==> src/rtl/bridge_pkg.sv <==
// Shared bridge items: frame characters, transmit FSM states, counter sizing.
// Latency: n/a (declarations only).
// Backpressure: n/a.
package bridge_pkg;

    localparam logic [7:0] PREAMBLE_CHAR = 8'h4D;  // 'M'
    localparam logic [7:0] CR_CHAR       = 8'h0D;
    localparam logic [7:0] LF_CHAR       = 8'h0A;

    // Each state names the byte currently presented on the output.
    typedef enum logic [2:0] {
        IDLE,
        PRE,
        ADDR,
        DATA,
        CR,
        LF
    } bridge_tx_state_t;

    // Width of a counter indexing the nibbles of the wider field.
    // Kept at least 1 bit so a single-nibble field still has a legal vector.
    function automatic int cnt_width(input int aw, input int dw);
        int n;
        n = ((aw > dw) ? aw : dw) / 4;
        return (n > 1) ? $clog2(n) : 1;
    endfunction

endpackage

==> src/rtl/nibble_to_ascii.sv <==
// Combinational hex-digit encoder: 0-9 -> '0'-'9', 10-15 -> 'A'-'F'.
// Latency: zero cycles (pure combinational).
// Backpressure: none; output follows input.
// Ports: i_nib (4-bit value), o_ascii (uppercase ASCII hex digit).
module nibble_to_ascii (
    input  logic [3:0] i_nib,
    output logic [7:0] o_ascii
);

    // 'A' (8'h41) minus 10 is 8'h37.
    always_comb begin
        if (i_nib < 4'd10) begin
            o_ascii = 8'h30 + {4'h0, i_nib};
        end else begin
            o_ascii = 8'h37 + {4'h0, i_nib};
        end
    end

endmodule

==> src/rtl/bridge_req_tx.sv <==
// Request encoder: serialises one addr/wdata/rw request into "M<addr>[<wdata>]\r\n".
// Latency: accept at cycle N, 'M' registered on data_o at N+1; one byte per handshake.
// Backpressure: data_o/valid_o held while !ready_i; ready_o high only in IDLE (no queueing).
// Ports: clk, rst (async active-high); request side addr_i/wdata_i/rw_i/valid_i/ready_o;
//        byte side data_o/valid_o/ready_i.
module bridge_req_tx
    import bridge_pkg::*;
#(
    parameter int ADDR_WIDTH = 16,
    parameter int DATA_WIDTH = 16
) (
    input  logic                  clk,
    input  logic                  rst,
    input  logic [ADDR_WIDTH-1:0] addr_i,
    input  logic [DATA_WIDTH-1:0] wdata_i,
    input  logic                  rw_i,
    input  logic                  valid_i,
    output logic                  ready_o,
    output logic [7:0]            data_o,
    output logic                  valid_o,
    input  logic                  ready_i
);

    localparam int ADDR_NIB = ADDR_WIDTH / 4;
    localparam int DATA_NIB = DATA_WIDTH / 4;
    localparam int CNT_W    = cnt_width(ADDR_WIDTH, DATA_WIDTH);

    localparam logic [CNT_W-1:0] ADDR_LAST = CNT_W'(ADDR_NIB - 1);
    localparam logic [CNT_W-1:0] DATA_LAST = CNT_W'(DATA_NIB - 1);

    bridge_tx_state_t      r_state;
    bridge_tx_state_t      w_state_nxt;
    logic [CNT_W-1:0]      r_cnt;
    logic [CNT_W-1:0]      w_cnt_nxt;
    logic [ADDR_WIDTH-1:0] r_addr;
    logic [DATA_WIDTH-1:0] r_wdata;
    logic                  r_rw;
    logic [7:0]            r_data;
    logic [7:0]            w_data_nxt;
    logic                  r_valid;
    logic                  w_accept;
    logic                  w_hs;
    logic [3:0]            w_nib;
    logic [7:0]            w_nib_ascii;

    assign ready_o  = (r_state == IDLE);
    assign w_accept = valid_i && ready_o;
    assign w_hs     = r_valid && ready_i;
    assign data_o   = r_data;
    assign valid_o  = r_valid;

    // Next state / nibble index. Without a handshake everything holds,
    // which is what keeps data_o stable under backpressure.
    always_comb begin
        w_state_nxt = r_state;
        w_cnt_nxt   = r_cnt;
        case (r_state)
            IDLE: begin
                if (w_accept) begin
                    w_state_nxt = PRE;
                end
            end
            PRE: begin
                if (w_hs) begin
                    w_state_nxt = ADDR;
                    w_cnt_nxt   = '0;
                end
            end
            ADDR: begin
                if (w_hs) begin
                    if (r_cnt == ADDR_LAST) begin
                        w_state_nxt = r_rw ? DATA : CR;
                        w_cnt_nxt   = '0;
                    end else begin
                        w_cnt_nxt = r_cnt + 1'b1;
                    end
                end
            end
            DATA: begin
                if (w_hs) begin
                    if (r_cnt == DATA_LAST) begin
                        w_state_nxt = CR;
                    end else begin
                        w_cnt_nxt = r_cnt + 1'b1;
                    end
                end
            end
            CR: begin
                if (w_hs) begin
                    w_state_nxt = LF;
                end
            end
            LF: begin
                if (w_hs) begin
                    w_state_nxt = IDLE;
                end
            end
            default: begin
                w_state_nxt = IDLE;
            end
        endcase
    end

    // Pick the nibble the next byte will carry, MSB nibble first. Fields are
    // read from the latched copies, which are stable for the whole frame.
    always_comb begin
        w_nib = 4'h0;
        if (w_state_nxt == ADDR) begin
            for (int k = 0; k < ADDR_NIB; k++) begin
                if (k == int'(w_cnt_nxt)) begin
                    w_nib = r_addr[4*(ADDR_NIB-1-k) +: 4];
                end
            end
        end else if (w_state_nxt == DATA) begin
            for (int k = 0; k < DATA_NIB; k++) begin
                if (k == int'(w_cnt_nxt)) begin
                    w_nib = r_wdata[4*(DATA_NIB-1-k) +: 4];
                end
            end
        end
    end

    nibble_to_ascii u_nib_enc (
        .i_nib   (w_nib),
        .o_ascii (w_nib_ascii)
    );

    // The output byte is a pure function of the next state and index, so a
    // held state regenerates the same byte. In IDLE the last byte is left in
    // place with valid low.
    always_comb begin
        w_data_nxt = r_data;
        case (w_state_nxt)
            PRE:       w_data_nxt = PREAMBLE_CHAR;
            ADDR,
            DATA:      w_data_nxt = w_nib_ascii;
            CR:        w_data_nxt = CR_CHAR;
            LF:        w_data_nxt = LF_CHAR;
            default:   w_data_nxt = r_data;
        endcase
    end

    always_ff @(posedge clk or posedge rst) begin
        if (rst) begin
            r_state <= IDLE;
            r_cnt   <= '0;
            r_data  <= 8'h00;
            r_valid <= 1'b0;
            r_addr  <= '0;
            r_wdata <= '0;
            r_rw    <= 1'b0;
        end else begin
            r_state <= w_state_nxt;
            r_cnt   <= w_cnt_nxt;
            r_data  <= w_data_nxt;
            r_valid <= (w_state_nxt != IDLE);
            if (w_accept) begin
                r_addr  <= addr_i;
                r_wdata <= wdata_i;
                r_rw    <= rw_i;
            end
        end
    end

endmodule

==> config.mk <==
export PLATFORM = sky130hd
export DESIGN_NAME = bridge_req_tx
export DESIGN_NICKNAME = d
export VERILOG_FILES = /design/src/rtl/bridge_pkg.sv /design/src/rtl/nibble_to_ascii.sv /design/src/rtl/bridge_req_tx.sv
export SDC_FILE = /design/constraint.sdc
export NUM_CORES = 1
export LEC_CHECK = 0
export ABC_AREA = 1
export ABC_CLOCK_PERIOD_IN_PS = 2500
export CORE_UTILIZATION = 40
export DETAILED_ROUTE_END_ITERATION = 8
export GPL_ROUTABILITY_DRIVEN = 0
export PLACE_DENSITY = 0.71
export SYNTH_ARGS = -nofsm -noshare
export SYNTH_HDL_FRONTEND = slang
export SYNTH_SLANG_ARGS = --single-unit
==> constraint.sdc <==
create_clock -name clk -period 2.5 [get_ports clk]
set_clock_uncertainty 0.05 [all_clocks]
set_input_delay 0.5 -clock clk [delete_from_list [all_inputs] [get_ports clk]]
set_output_delay 0.5 -clock clk [all_outputs]
set_load 0.01 [all_outputs]
==> impl_metrics.json, run 1 <==
{
  "slowest_delay_ns": 0.47,
  "avgSynthCellArea_sq_um": 7.22,
  "ys_seq_area_share_pct": 48.2,
  "p_leak_nw": 1.65,
  "initial_core_util_pct": 42.4,
  "most-common-layout-cells": "nand2_1 (141), dfrtp_1 (46), clkdlybuf4s50_1 (45)",
  "cpMostUsedCell": "nand2_1",
  "async_flop_share_pct": 100,
  "rsz0062_at_grt": "yes",
  "dp_slack_ns": -0.248,
  "crit_start": "ready_i",
  "cts_sinks": 46,
  "overflow": 0,
  "grtUsageTotal_pct": 18.0,
  "drt_iter0_drc": 111,
  "end_kind": "register",
  "vias_per_cell": 4.75,
  "crit_family": "simple AND/OR/NAND/NOR gates",
  "die_w_um": 79.3,
  "syn_area_sq_mm": 0.00239,
  "ys_types": 25,
  "report.final.hold_viol_count": 0,
  "synth-seq-cells": 46,
  "cts_hold_buffers": 0,
  "crit_buf_inv": 4,
  "status": "finished clean",
  "fin_util_pct": 56.6,
  "synth_nets": 371,
  "grt_pass1_wl_um": 8870,
  "r2r_end": "data_o[6]$_DFFE_PP0P_",
  "fmax_ghz": 0.426,
  "synth_edf_count": 0,
  "slowest_stage": "clkdlybuf4s50_1",
  "worstMarginPinSlew_ns": 0.579,
  "crit_type": "input port to register",
  "rows": 27,
  "setup_viol": 0,
  "htreeDepth": 2,
  "clock_latency_ns": 0.30,
  "tritoncts": "yes",
  "sw_frac_of_total_pct": 42.6,
  "postLayoutCellArea_sq_mm": 0.00320,
  "pwr-share-clk_pct": 12.8,
  "rr_worst_depth": 16,
  "diodes": 0,
  "route.vias.total": 2225,
  "final_common_cell": "nand2_1",
  "antenna_found_initial": 0,
  "pwr-share-seq_pct": 30.6,
  "endpoint": "data_o[6]$_DFFE_PP0P_",
  "fp.dieH_um": 79.3,
  "wl_per_cell_um": 11.2,
  "relSlewSlack_pct": 61.4,
  "worstSetupStartpointType": "input port",
  "pwr-share-comb_pct": 56.6,
  "placed_area_sq_mm": 0.00303,
  "period_needed_ns": 2.35,
  "drt-total-wl_um": 5240,
  "final_antenna_net_count": 0,
  "first_global_vias": 2067,
  "grt_max_degree": 47,
  "layout-drive-gt1-share_pct": 13.9,
  "cp.arrival_ns": 2.49,
  "crit_chain": "clkdlybuf4s50_1 > nand2_2 > nor2_4 > nand2_2 > inv_2 > nand2_1 > nand2_4 > nand2_4 > inv_2 > nand2_1 > nand2_1 > inv_1 > a21oi_2 > nand2_2 > nand2_1 > nand2_1 > o21a_1",
  "setup_ws_ns": 0.150,
  "p_sw_w": 0.00179,
  "intPower_w": 0.00242,
  "required_ns": 2.64,
  "min_path_type": "register to register",
  "ys_warn_count": 0,
  "core_region_area_sq_mm": 0.00564,
  "clkTransAtPathRegs_ns": 0.08,
  "cts_inserted_buffers": 5,
  "p_per_area_mw_per_mm2": 1320,
  "reg2reg_slack_ns": 0.22,
  "drc_errors": 0,
  "path_depth": 17,
  "fin_nets": 435,
  "ctsLongestPathBuffers": 2,
  "syn_inst": 331,
  "die-area_sq_mm": 0.00629,
  "dr.pass1.iters": 4,
  "crit_path_max_fanout": 8,
  "timing.final.crit_share_pct": 94.0,
  "cap_violations": 0,
  "ios": 47,
  "area_delta_synth_final_pct": 33.7,
  "root_buffer": "clkbuf_8",
  "setup_tns_ns": 0,
  "fill_cells": 546,
  "synth_flop_cell": "dfrtp_1",
  "peakVddDrop_v": 0.000519,
  "drv_slew": 0,
  "hpwl_um": 3960,
  "r2r-start": "r_cnt[0]$_DFF_PP0_",
  "port_buffers": 45
}
[cell usage after synthesis, types with 2 or more instances]
library cell / count / area (sq um)
a21oi_1: 9 / 45.0
clkbuf_1: 6 / 22.5
dfrtp_1: 46 / 1150
ha_1: 3 / 37.5
inv_1: 33 / 124
inv_2: 4 / 15.0
nand2_1: 145 / 544
nand2_2: 7 / 43.8
nand2_4: 2 / 22.5
nand3_1: 19 / 95.1
nor2_1: 18 / 67.6
nor2_2: 3 / 18.8
o21ai_0: 23 / 115
o21ai_1: 2 / 10.0
[worst reg2reg max path: stages, from the launching register on]
cell and delay (ns):
dfrtp_1 0.42, ha_2 0.25, nor2_1 0.11, nand3_1 0.08
nand2_1 0.11, nand2_1 0.10, nand2_4 0.15, nand2_4 0.10
inv_2 0.08, nand2_1 0.06, nand2_1 0.06, inv_1 0.04
a21oi_2 0.18, nand2_2 0.09, nand2_1 0.10, nand2_1 0.09
o21a_1 0.11
[worst min path at each step]
stage / startpoint / to / slack, ns / cells after the start
after global placement: r_addr[11]$_DFFE_PP0P_ / r_addr[11]$_DFFE_PP0P_ / 0.41 / 2
after global routing: r_wdata[8]$_DFFE_PP0P_ / r_wdata[8]$_DFFE_PP0P_ / 0.46 / 2
after detailed placement: data_o[4]$_DFFE_PP0P_ / data_o[4]$_DFFE_PP0P_ / 0.42 / 2
after CTS: data_o[4]$_DFFE_PP0P_ / data_o[4]$_DFFE_PP0P_ / 0.44 / 2
after floorplan: r_addr[11]$_DFFE_PP0P_ / r_addr[11]$_DFFE_PP0P_ / 0.39 / 2
final: data_o[4]$_DFFE_PP0P_ / data_o[4]$_DFFE_PP0P_ / 0.43 / 2
[registers in the layout (all words and copies together), names as in the netlist]
signal / cells
data_o: 7
r_addr: 16
r_cnt: 2
r_rw: 1
r_state: 3
r_wdata: 16
valid_o: 1
[power by group through the flow]
stage          Clock, W  Sequential (W)  Combinational, W
2_1_floorplan         0         0.00128           0.00149
3_3_place_gp          0         0.00129           0.00225
3_5_place_dp          0         0.00130           0.00229
4_1_cts        0.000548         0.00128           0.00231
5_1_grt        0.000581         0.00133           0.00271
6_report       0.000540         0.00129           0.00238
[cell families (layout without fill, tap and decap cells)]
| kind of cell | after synthesis | count (layout) | share of synthesized area, % |
|---|---|---|---|
| flops | 46 | 46 | 48.2 |
| simple gates | 195 | 195 | 33.4 |
| fa+ha+maj | 3 | 3 | 1.57 |
| other cells | 1 | 1 | 0.157 |
| buf+inv | 47 | 112 | 7.91 |
| compound gates | 39 | 39 | 8.80 |
[what timing repair did]
| action | in CTS | in global routing |
|---|---|---|
| gates resized for setup | 0 | 16 |
| setup endpoints to repair | 0 | 7 |
| buffers inserted | 0 | 1 |
[final cells by class]
class / count / area (sq um) / share of cell area [%]
Clock inverter: 1 / 30.0 / 0.940
Multi-Input combinational cell: 238 / 1090 / 34.2
Timing Repair Buffer: 66 / 612 / 19.1
Tap cell: 72 / 90.1 / 2.82
Inverter: 38 / 143 / 4.46
Sequential cell: 46 / 1150 / 36.0
Clock buffer: 7 / 76.3 / 2.39
[metrics by stage]
step / power, W / cells / hold slack (ns)
4_1_cts: 0.00414 / 467 / 0.436
3_5_place_dp: 0.00359 / 459 / 0.418
3_3_place_gp: 0.00354 / 459 / 0.410
6_report: 0.00421 / 468 / 0.430
5_1_grt: 0.00461 / 468 / 0.463
2_1_floorplan: 0.00276 / 331 / 0.394
[layer usage]
metal  GRT usage [%]  part of all wire [%]  vias up
met4            4.36                  0.93        0
met5               0                     0        -
met3            3.45                   3.5        6
met2            31.6                    49       40
li1                -                     -     1152
met1            22.8                    47     1027
Power figures use the tool's default switching activity.
==> inputs of run 2 (changes only) <==
- CORE_MARGIN: not set -> 5
==> impl_metrics.json, run 2 (same netlist as run 1, synthesis figures left out) <==
{
  "status": "finished clean",
  "reg2reg_slack_ns": 0.26,
  "sw_frac_of_total_pct": 42.3,
  "rr_worst_depth": 16,
  "antenna_found_initial": 0,
  "p_sw_w": 0.00180,
  "crit_path_max_fanout": 10,
  "intPower_w": 0.00247,
  "grt_pass1_wl_um": 9320,
  "r2r-start": "r_cnt[0]$_DFF_PP0_",
  "first_global_vias": 2094,
  "vias_per_cell": 4.71,
  "route.vias.total": 2213,
  "crit_buf_inv": 2,
  "p_per_area_mw_per_mm2": 1320,
  "setup_viol": 0,
  "grt_max_degree": 30,
  "postLayoutCellArea_sq_mm": 0.00323,
  "final_antenna_net_count": 0,
  "ctsLongestPathBuffers": 2,
  "initial_core_util_pct": 40.8,
  "pwr-share-clk_pct": 13.1,
  "power_w": 0.00427,
  "tritoncts": "yes",
  "rsz0062_at_grt": "no",
  "pwr-share-comb_pct": 56.6,
  "dr.pass1.iters": 4,
  "slowest_delay_ns": 0.42,
  "drc_errors": 0,
  "hpwl_um": 4200,
  "root_buffer": "clkbuf_8",
  "fmax_ghz": 0.446,
  "rows": 28,
  "htreeDepth": 2,
  "fin_nets": 435,
  "area_delta_synth_final_pct": 35.0,
  "cts_hold_buffers": 0,
  "ios": 47,
  "dp_slack_ns": -0.303,
  "final_common_cell": "nand2_1",
  "required_ns": 2.65,
  "crit_type": "register to register",
  "min_path_type": "register to register",
  "cts_sinks": 46,
  "worstMarginPinSlew_ns": 0.697,
  "fill_cells": 565,
  "setup_tns_ns": 0,
  "overflow": 0,
  "drt-total-wl_um": 5410,
  "cp.arrival_ns": 2.39,
  "met1_usage_pct": 20.7,
  "cts_inserted_buffers": 5,
  "use_met3_pct": 3.22,
  "cpMostUsedCell": "nand2_1",
  "busiest_layer": "met2",
  "min_from": "r_addr[12]$_DFFE_PP0P_",
  "die_w_um": 87.3,
  "use_met2_pct": 25.0,
  "clkTransAtPathRegs_ns": 0.08,
  "period_needed_ns": 2.24,
  "pwr-share-seq_pct": 30.3,
  "layout-drive-gt1-share_pct": 14.2,
  "cap_violations": 0,
  "setup_ws_ns": 0.260,
  "report.final.hold_viol_count": 0,
  "relSlewSlack_pct": 53.3,
  "grtUsageTotal_pct": 15.5,
  "crit_chain": "ha_2 > nor2_1 > nand3_1 > nand2_1 > nand2_2 > nand2_4 > nand2_4 > inv_2 > nand2_1 > nand2_1 > inv_1 > a21oi_2 > nand2_2 > nand2_2 > nand2_1 > o21a_1",
  "slowest_stage": "dfrtp_1",
  "post_cts_buffers": 0,
  "core_region_area_sq_mm": 0.00585,
  "port_buffers": 45,
  "drv_slew": 0,
  "worstSetupStartpointType": "register",
  "peakVddDrop_v": 0.000481,
  "drt_iter0_drc": 106,
  "p_leak_nw": 1.68,
  "r2r_end": "data_o[6]$_DFFE_PP0P_",
  "timing.final.crit_share_pct": 89.6,
  "most-common-layout-cells": "nand2_1 (140), dfrtp_1 (46), clkdlybuf4s50_1 (44)",
  "ctsResizeCount": 0,
  "whs_ns": 0.437,
  "whs_path_depth": 2,
  "die-area_sq_mm": 0.00762,
  "fp.dieH_um": 87.3,
  "clock_latency_ns": 0.30,
  "end_kind": "register",
  "placed_area_sq_mm": 0.00306,
  "hold_end": "r_addr[12]$_DFFE_PP0P_",
  "diodes": 0,
  "crit_family": "simple AND/OR/NAND/NOR gates",
  "wl_per_cell_um": 11.5
}
[run 2: stage by stage]
| stage | cells | util [%] |
|---|---|---|
| floorplan | 331 | - |
| global placement | 463 | 52.3 |
| detailed placement | 463 | 52.3 |
| CTS | 470 | 54.2 |
| global route | 470 | 55.2 |
| finish | 470 | 55.2 |
[run 2: worst min-delay path: stages, from the launching register on]
cell and delay (ns):
dfrtp_1 0.35, nand2_1 0.05, nand2_1 0.05
[run 2: worst max path at each step]
stage                            start                     to  slack [ns]  depth (start not counted)
global route        r_cnt[0]$_DFF_PP0_  data_o[0]$_DFFE_PP0P_        0.04                         18
global placement               ready_i  data_o[6]$_DFFE_PP0P_       -0.26                         17
detailed placement             ready_i  data_o[6]$_DFFE_PP0P_       -0.30                         15
CTS                            ready_i  data_o[6]$_DFFE_PP0P_        0.02                         15
finish              r_cnt[0]$_DFF_PP0_  data_o[6]$_DFFE_PP0P_        0.26                         16
floorplan           r_cnt[0]$_DFF_PP0_  data_o[0]$_DFFE_PP0P_        0.43                         19
[run 2: area by class of cell]
| class | instances | area [sq um] | share of cell area [%] |
|---|---|---|---|
| Multi-Input combinational cell | 238 | 1100 | 34.1 |
| Sequential cell | 46 | 1150 | 35.7 |
| Timing Repair Buffer | 66 | 627 | 19.4 |
| Clock buffer | 6 | 82.6 | 2.56 |
| Inverter | 38 | 143 | 4.42 |
| Clock inverter | 1 | 30.0 | 0.931 |
| Tap cell | 75 | 93.8 | 2.91 |
[run 2: metal layers]
metal  wire [um]  vias to the layer above
met5           0                        -
met3         373                        6
met4          79                        0
li1            -                     1142
met1        2420                      996
met2        2540                       69
[run 2: power groups by stage]
stage,clock (W),sequential (W),combinational [W]
after floorplan,0,0.00128,0.00149
after global placement,0,0.00129,0.00228
after detailed placement,0,0.00131,0.00232
after CTS,0.000572,0.00129,0.00234
after global routing,0.000609,0.00134,0.00275
final,0.000559,0.00129,0.00242
